`src/rtl/div_norm_if.sv`:
```
// Operand/result bundle for the divider normalizer: numerator/denominator in,
// normalized operands + shift count + divide-by-zero flag out, valid/ready on both sides.
// master = producer of operands / consumer of results; slave = the normalizer itself.
interface div_norm_if #(
  parameter int W  = 8,
  parameter int SW = 3
) ();
  logic [W-1:0]  n_in;
  logic [W-1:0]  d_in;
  logic          in_valid;
  logic          in_ready;
  logic [W:0]    n_out;
  logic [W:0]    d_out;
  logic [SW-1:0] shift_out;
  logic          dz_out;
  logic          out_valid;
  logic          out_ready;

  modport master (
    output n_in, d_in, in_valid, out_ready,
    input  in_ready, n_out, d_out, shift_out, dz_out, out_valid
  );

  modport slave (
    input  n_in, d_in, in_valid, out_ready,
    output in_ready, n_out, d_out, shift_out, dz_out, out_valid
  );
endinterface

```
`src/rtl/div_norm.sv`:
```
// Purpose: normalizes the denominator (MSB set) ahead of the convergence divider, reports shift count.
// Latency: s+1 cycles from accept to out_valid (s = shifts); 1 cycle with DIV_NORM_FAST_EN.
// Backpressure: outputs held while out_ready=0; in_ready only in IDLE, no same-cycle re-accept.
//
// Ports: clk, reset (sync, active-high), bus (div_norm_if.slave):
//   n_in/d_in/in_valid/in_ready   - raw operand pair handshake
//   n_out/d_out/shift_out/dz_out  - zero-extended W+1-bit operands, shift count, d==0 flag
//   out_valid/out_ready           - result handshake
// Build option: define DIV_NORM_FAST_EN to replace the one-shift-per-cycle loop with a
// leading-zero count plus barrel shift (single NORM cycle, identical outputs).
module div_norm #(
  parameter int W  = 8,
  parameter int SW = 3
) (
  input logic       clk,
  input logic       reset,
  div_norm_if.slave bus
);

  typedef enum logic [1:0] {IDLE, NORM, OUT} state_t;

  state_t        state, state_nxt;
  logic [W-1:0]  n_reg, d_reg;
  logic          d_zero;
  logic          norm_done;
  logic [W-1:0]  d_norm;
  logic [SW-1:0] shift_norm;
  logic          load_in, load_out, release_out;

  assign d_zero       = (d_reg == '0);
  assign bus.in_ready = (state == IDLE);

`ifdef DIV_NORM_FAST_EN
  // Leading-zero count of a nonzero value; the d==0 case is masked by the caller.
  function automatic logic [SW-1:0] lzc(input logic [W-1:0] v);
    logic [SW-1:0] c;
    logic          found;
    c     = '0;
    found = 1'b0;
    for (int i = W - 1; i >= 0; i--) begin
      if (!found) begin
        if (v[i]) found = 1'b1;
        else      c     = c + 1'b1;
      end
    end
    return c;
  endfunction

  assign shift_norm = d_zero ? '0 : lzc(d_reg);
  assign d_norm     = d_reg << shift_norm;
  assign norm_done  = 1'b1;
`else
  logic [SW-1:0] cnt;

  assign shift_norm = cnt;
  assign d_norm     = d_reg;
  // A zero denominator never gains an MSB, so it terminates immediately with cnt=0.
  assign norm_done  = d_zero | d_reg[W-1];
`endif

  // State register
  always_ff @(posedge clk) begin
    if (reset) state <= IDLE;
    else       state <= state_nxt;
  end

  // Next-state and control strobes
  always_comb begin
    state_nxt   = state;
    load_in     = 1'b0;
    load_out    = 1'b0;
    release_out = 1'b0;
    case (state)
      IDLE: begin
        if (bus.in_valid) begin
          load_in   = 1'b1;
          state_nxt = NORM;
        end
      end
      NORM: begin
        if (norm_done) begin
          load_out  = 1'b1;
          state_nxt = OUT;
        end
      end
      OUT: begin
        if (bus.out_ready) begin
          release_out = 1'b1;
          state_nxt   = IDLE;
        end
      end
      default: state_nxt = IDLE;
    endcase
  end

  // Operand registers; in iterative mode d_reg is shifted in place.
  always_ff @(posedge clk) begin
    if (reset) begin
      n_reg <= '0;
      d_reg <= '0;
    end else if (load_in) begin
      n_reg <= bus.n_in;
      d_reg <= bus.d_in;
    end
`ifndef DIV_NORM_FAST_EN
    else if (state == NORM && !norm_done) begin
      d_reg <= d_reg << 1;
    end
`endif
  end

`ifndef DIV_NORM_FAST_EN
  always_ff @(posedge clk) begin
    if (reset)                            cnt <= '0;
    else if (load_in)                     cnt <= '0;
    else if (state == NORM && !norm_done) cnt <= cnt + 1'b1;
  end
`endif

  // Result registers: data keeps its last value after release, only out_valid drops.
  always_ff @(posedge clk) begin
    if (reset) begin
      bus.n_out     <= '0;
      bus.d_out     <= '0;
      bus.shift_out <= '0;
      bus.dz_out    <= 1'b0;
      bus.out_valid <= 1'b0;
    end else if (load_out) begin
      bus.n_out     <= {1'b0, n_reg};
      bus.d_out     <= {1'b0, d_norm};
      bus.shift_out <= shift_norm;
      bus.dz_out    <= d_zero;
      bus.out_valid <= 1'b1;
    end else if (release_out) begin
      bus.out_valid <= 1'b0;
    end
  end

endmodule

```
`src/flat_wrapper.sv`:
```
// flat-port wrapper written by rule: the top's interface ports become plain ports
module div_norm_flat 
#(
  parameter int W  = 8,
  parameter int SW = 3
)
  (clk, reset, bus_n_in, bus_d_in, bus_in_valid, bus_out_ready, bus_in_ready, bus_n_out, bus_d_out, bus_shift_out, bus_dz_out, bus_out_valid);
  div_norm_if #(.W(W), .SW(SW)) bus_i ();
  input logic clk;
  input logic reset;
  input wire logic [$bits(bus_i.n_in)-1:0] bus_n_in;
  input wire logic [$bits(bus_i.d_in)-1:0] bus_d_in;
  input wire logic [$bits(bus_i.in_valid)-1:0] bus_in_valid;
  input wire logic [$bits(bus_i.out_ready)-1:0] bus_out_ready;
  output wire logic [$bits(bus_i.in_ready)-1:0] bus_in_ready;
  output wire logic [$bits(bus_i.n_out)-1:0] bus_n_out;
  output wire logic [$bits(bus_i.d_out)-1:0] bus_d_out;
  output wire logic [$bits(bus_i.shift_out)-1:0] bus_shift_out;
  output wire logic [$bits(bus_i.dz_out)-1:0] bus_dz_out;
  output wire logic [$bits(bus_i.out_valid)-1:0] bus_out_valid;
  assign bus_i.n_in = bus_n_in;
  assign bus_i.d_in = bus_d_in;
  assign bus_i.in_valid = bus_in_valid;
  assign bus_i.out_ready = bus_out_ready;
  assign bus_in_ready = bus_i.in_ready;
  assign bus_n_out = bus_i.n_out;
  assign bus_d_out = bus_i.d_out;
  assign bus_shift_out = bus_i.shift_out;
  assign bus_dz_out = bus_i.dz_out;
  assign bus_out_valid = bus_i.out_valid;
  div_norm #(.W(W), .SW(SW)) u_core (.clk(clk), .reset(reset), .bus(bus_i));
endmodule
```
`config.mk`:
```
export PLATFORM = sky130hd
export DESIGN_NAME = div_norm_flat
export DESIGN_NICKNAME = d
export VERILOG_FILES = /design/src/rtl/div_norm_if.sv /design/src/rtl/div_norm.sv /design/src/flat_wrapper.sv
export SDC_FILE = /design/constraint.sdc
export NUM_CORES = 1
export LEC_CHECK = 0
export BUFFER_PORTS_ARGS = -buffer_cell sky130_fd_sc_hd__buf_2
export CORE_AREA = 2 2 59 89
export CTS_CLUSTER_DIAMETER = 150
export CTS_CLUSTER_SIZE = 24
export DETAILED_ROUTE_END_ITERATION = 6
export DIE_AREA = 0 0 61 91
export PLACE_DENSITY_LB_ADDON = 0.15
export RECOVER_POWER = 50
export SLEW_MARGIN = 20
export SYNTH_ARGS = -nofsm -noshare
export SYNTH_HDL_FRONTEND = slang
export SYNTH_SLANG_ARGS = --single-unit
export TNS_END_PERCENT = 50
```
`constraint.sdc`:
```
create_clock -name clk -period 1.5 [get_ports clk]
set_input_delay 0.15 -clock clk [delete_from_list [all_inputs] [get_ports clk]]
set_output_delay 0.15 -clock clk [all_outputs]
set_load 0.1 [all_outputs]
```
==> results.cfg <==
[die]
die_area_um2 = 5551
fp.dieH_um = 91
num_rows = 31
fp.dieW_um = 61
coreArea_um2 = 4771
ios = 44
start_util_pct = 43.61

[setup_path]
crit_path_start_kind = register
crit_start = u_core.d_norm[3]
reg2reg_setup_slack_ns = -0.02
cp_max_fo = 6
cp_data_required_time_ns = 1.73
critical_path_class = register to register
r2r_start = u_core.d_norm[3]
r2r_end = u_core.cnt[2]
ff2ff_path_depth = 4
crit_arrival_ns = 1.75
end_kind = register

[synth]
yosysSeqAreaShare_pct = 40.41
ys_warn_count = 0
synth_cell_types = 41
yosysTopAreaCell = dfxtp_1
syn_avg_cell_area_um2 = 8.634
synth_top_cell_area_share_pct = 40.41
synth-seq-cells = 42
syn_area_um2 = 2081
netlist_top_cells_area = dfxtp_1 (40%), nand2_1 (6.1%), a21oi_1 (5.5%)
syn_inst = 241

[cts]
cts.sinks = 42
postCtsHoldBufs = 0
clock_latency_ns = 0.29
root_buffer = clkbuf_8
cts_tree = done
cts.clk_slew.worst_paths_ns = 0.08
htree_levels = 2
numCtsBuffers = 5
clockBufferDepth = 2

[timing]
rsz0062_at_grt = true
min_period_over_period_pct = 101.0
max_slew_margin_pct = 63.51
hold_viol_final = 0
fin_ws_ns = -0.01561
fmax_ghz = 0.6598
finalClockSkew_ns = 0.005463
setup_viol = 1
finalCriticalPeriod_ns = 1.516
maxSlewViolCount = 0
holdWs_ns = 0.08565
tightest_slew_ns = 0.5497

[power_and_ir_drop]
p_per_area_nw_per_um2 = 1160
leakage_uw = 0.001095
vdd_drop_max_v = 0.0007318

[run_status]
status = finished, violations left
failed_checks = negative setup slack

[detailed_routing]
vias = 2093
drt_first_iter_violations = 110
ant_nets = 0
post-route-drc-count = 0
totalWireLength_um = 5926
dr.pass1.iters = 4
drt-vias-per-instance = 5.750
wl_per_cell_um = 16.28

[min_path]
min_to = u_core.n_reg[3]
whs_path_depth = 3
hp-class = primary input to register
hp-start = bus_n_in[3]

[global_route]
grt_pass1_wl_um = 9508
grt_overflow = 0
use_met1_pct = 25.73
grt_max_degree = 26
grtUsageTotal_pct = 22.49
grtUsageMet2_pct = 39.25
gr-max-usage-layer = met2
first_global_vias = 2006
antenna_found_initial = 0
grt_use_met3_pct = 4.986

[finish]
stdcell_count = 364
areaGrowthSynthToFinish_pct = 31.15
final_common_cell = dfxtp_1
layout-drive-gt1-share_pct = 35.91
num_antenna_cells = 0
layout_common_cells = dfxtp_1 (40), nand2_1 (34), buf_4 (29)
final_nets = 318
fin_area_um2 = 2729

[place]
hpwlAfterDp_um = 4065
portBuffers = 41
place_area_um2 = 2524
place_inst = 353
place_congestion = 0.8367

[job]
maxCapViolations = 0
[through the flow]
stage	setup WS, ns	power [µW]	TNS [ns]	util (%)
2_1_floorplan	0.05874	1991	0	-
4_1_cts	-0.002058	3095	-0.002058	54.94
6_report	-0.01561	3166	-0.01561	57.20
5_1_grt	-0.05279	3317	-0.2517	57.20
3_5_place_dp	-0.04101	2328	-0.3694	52.90
3_3_place_gp	-0.06556	2324	-0.4518	52.90
[area by class of cell]
type / instances / area, µm²
fillers: 468 / 2042
multi-input cells: 170 / 1180
flip-flops and latches: 42 / 843.3
repair buffers: 75 / 520.5
clock buffers: 7 / 86.33
well taps: 66 / 82.58
inverters: 3 / 11.26
clock inverters: 1 / 5.005
[critical path, stage by stage (launching register included)]
cell and delay (ns):
dfxtp_1 0.32, or4_4 0.59, buf_4 0.19, o211ai_2 0.16, mux2i_1 0.18
[repair_timing]
item	4_1_cts	5_1_grt
setup buffers	0	2
cloned	0	1
pin swaps	0	8
setup endpoints to repair	13	20
gates resized for setup	1	19
[worst max path at each step]
stage | to | slack, ns | depth (start not counted)
after floorplan | u_core.bus.d_out[7] | 0.06 | 4
after global placement | u_core.bus.shift_out[0] | -0.07 | 4
after detailed placement | u_core.bus.shift_out[0] | -0.04 | 3
after CTS | u_core.cnt[2] | -0.002 | 4
after global routing | u_core.cnt[2] | -0.05 | 4
final | u_core.cnt[2] | -0.02 | 4
[per-layer routing]
layer | vias up | routed length (µm)
li1 | 1018 | -
met1 | 1002 | 2326
met2 | 65 | 3209
met3 | 8 | 283
met4 | 0 | 106
met5 | - | 0
[cells in the mapped netlist]
library cell and number:
a211oi_1 7, a21boi_1 1, a21o_1 1, a21oi_1 23
a311oi_1 6, a31oi_1 7, a32o_1 1, a32oi_1 1
and4b_1 11, buf_2 8, buf_4 4, buf_6 2
clkbuf_1 13, conb_1 1, dfxtp_1 42, ha_1 1
inv_1 3, mux2i_1 3, nand2_1 34, nand2b_1 1
nand3_1 4, nand3b_1 3, nand4_1 11, nor2_1 12
nor2b_2 1, nor3b_1 1, nor3b_2 2, nor4_2 2
nor4b_1 1, o211ai_2 1, o21a_1 1, o21ai_0 6
o21ai_2 1, o221a_2 1, o221ai_1 10, o221ai_2 1
o22ai_1 7, o31ai_1 1, or3_1 2, or3b_2 1
or4_4 2
[cells by family (layout without fill, tap and decap cells)]
logic type,after synthesis,after routing,synth area share [%]
buf+inv,30,86,7.336
fa+ha+maj,1,1,0.6012
simple gates,88,88,24.95
flops,42,42,40.41
compound gates,76,76,25.08
mux,3,3,1.443
other cells,1,2,0.1802
[power breakdown]
| part | switching, µW | internal [µW] | leakage, µW | total [µW] |
|---|---|---|---|---|
| registers | 63.6 | 1190 | 0.000343 | 1250 |
| clock network | 394 | 372 | 0.0000482 | 766 |
| logic | 739 | 406 | 0.000704 | 1150 |
| total | 1200 | 1970 | 0.00109 | 3170 |
Note: power is estimated with default switching activity, not from simulation.
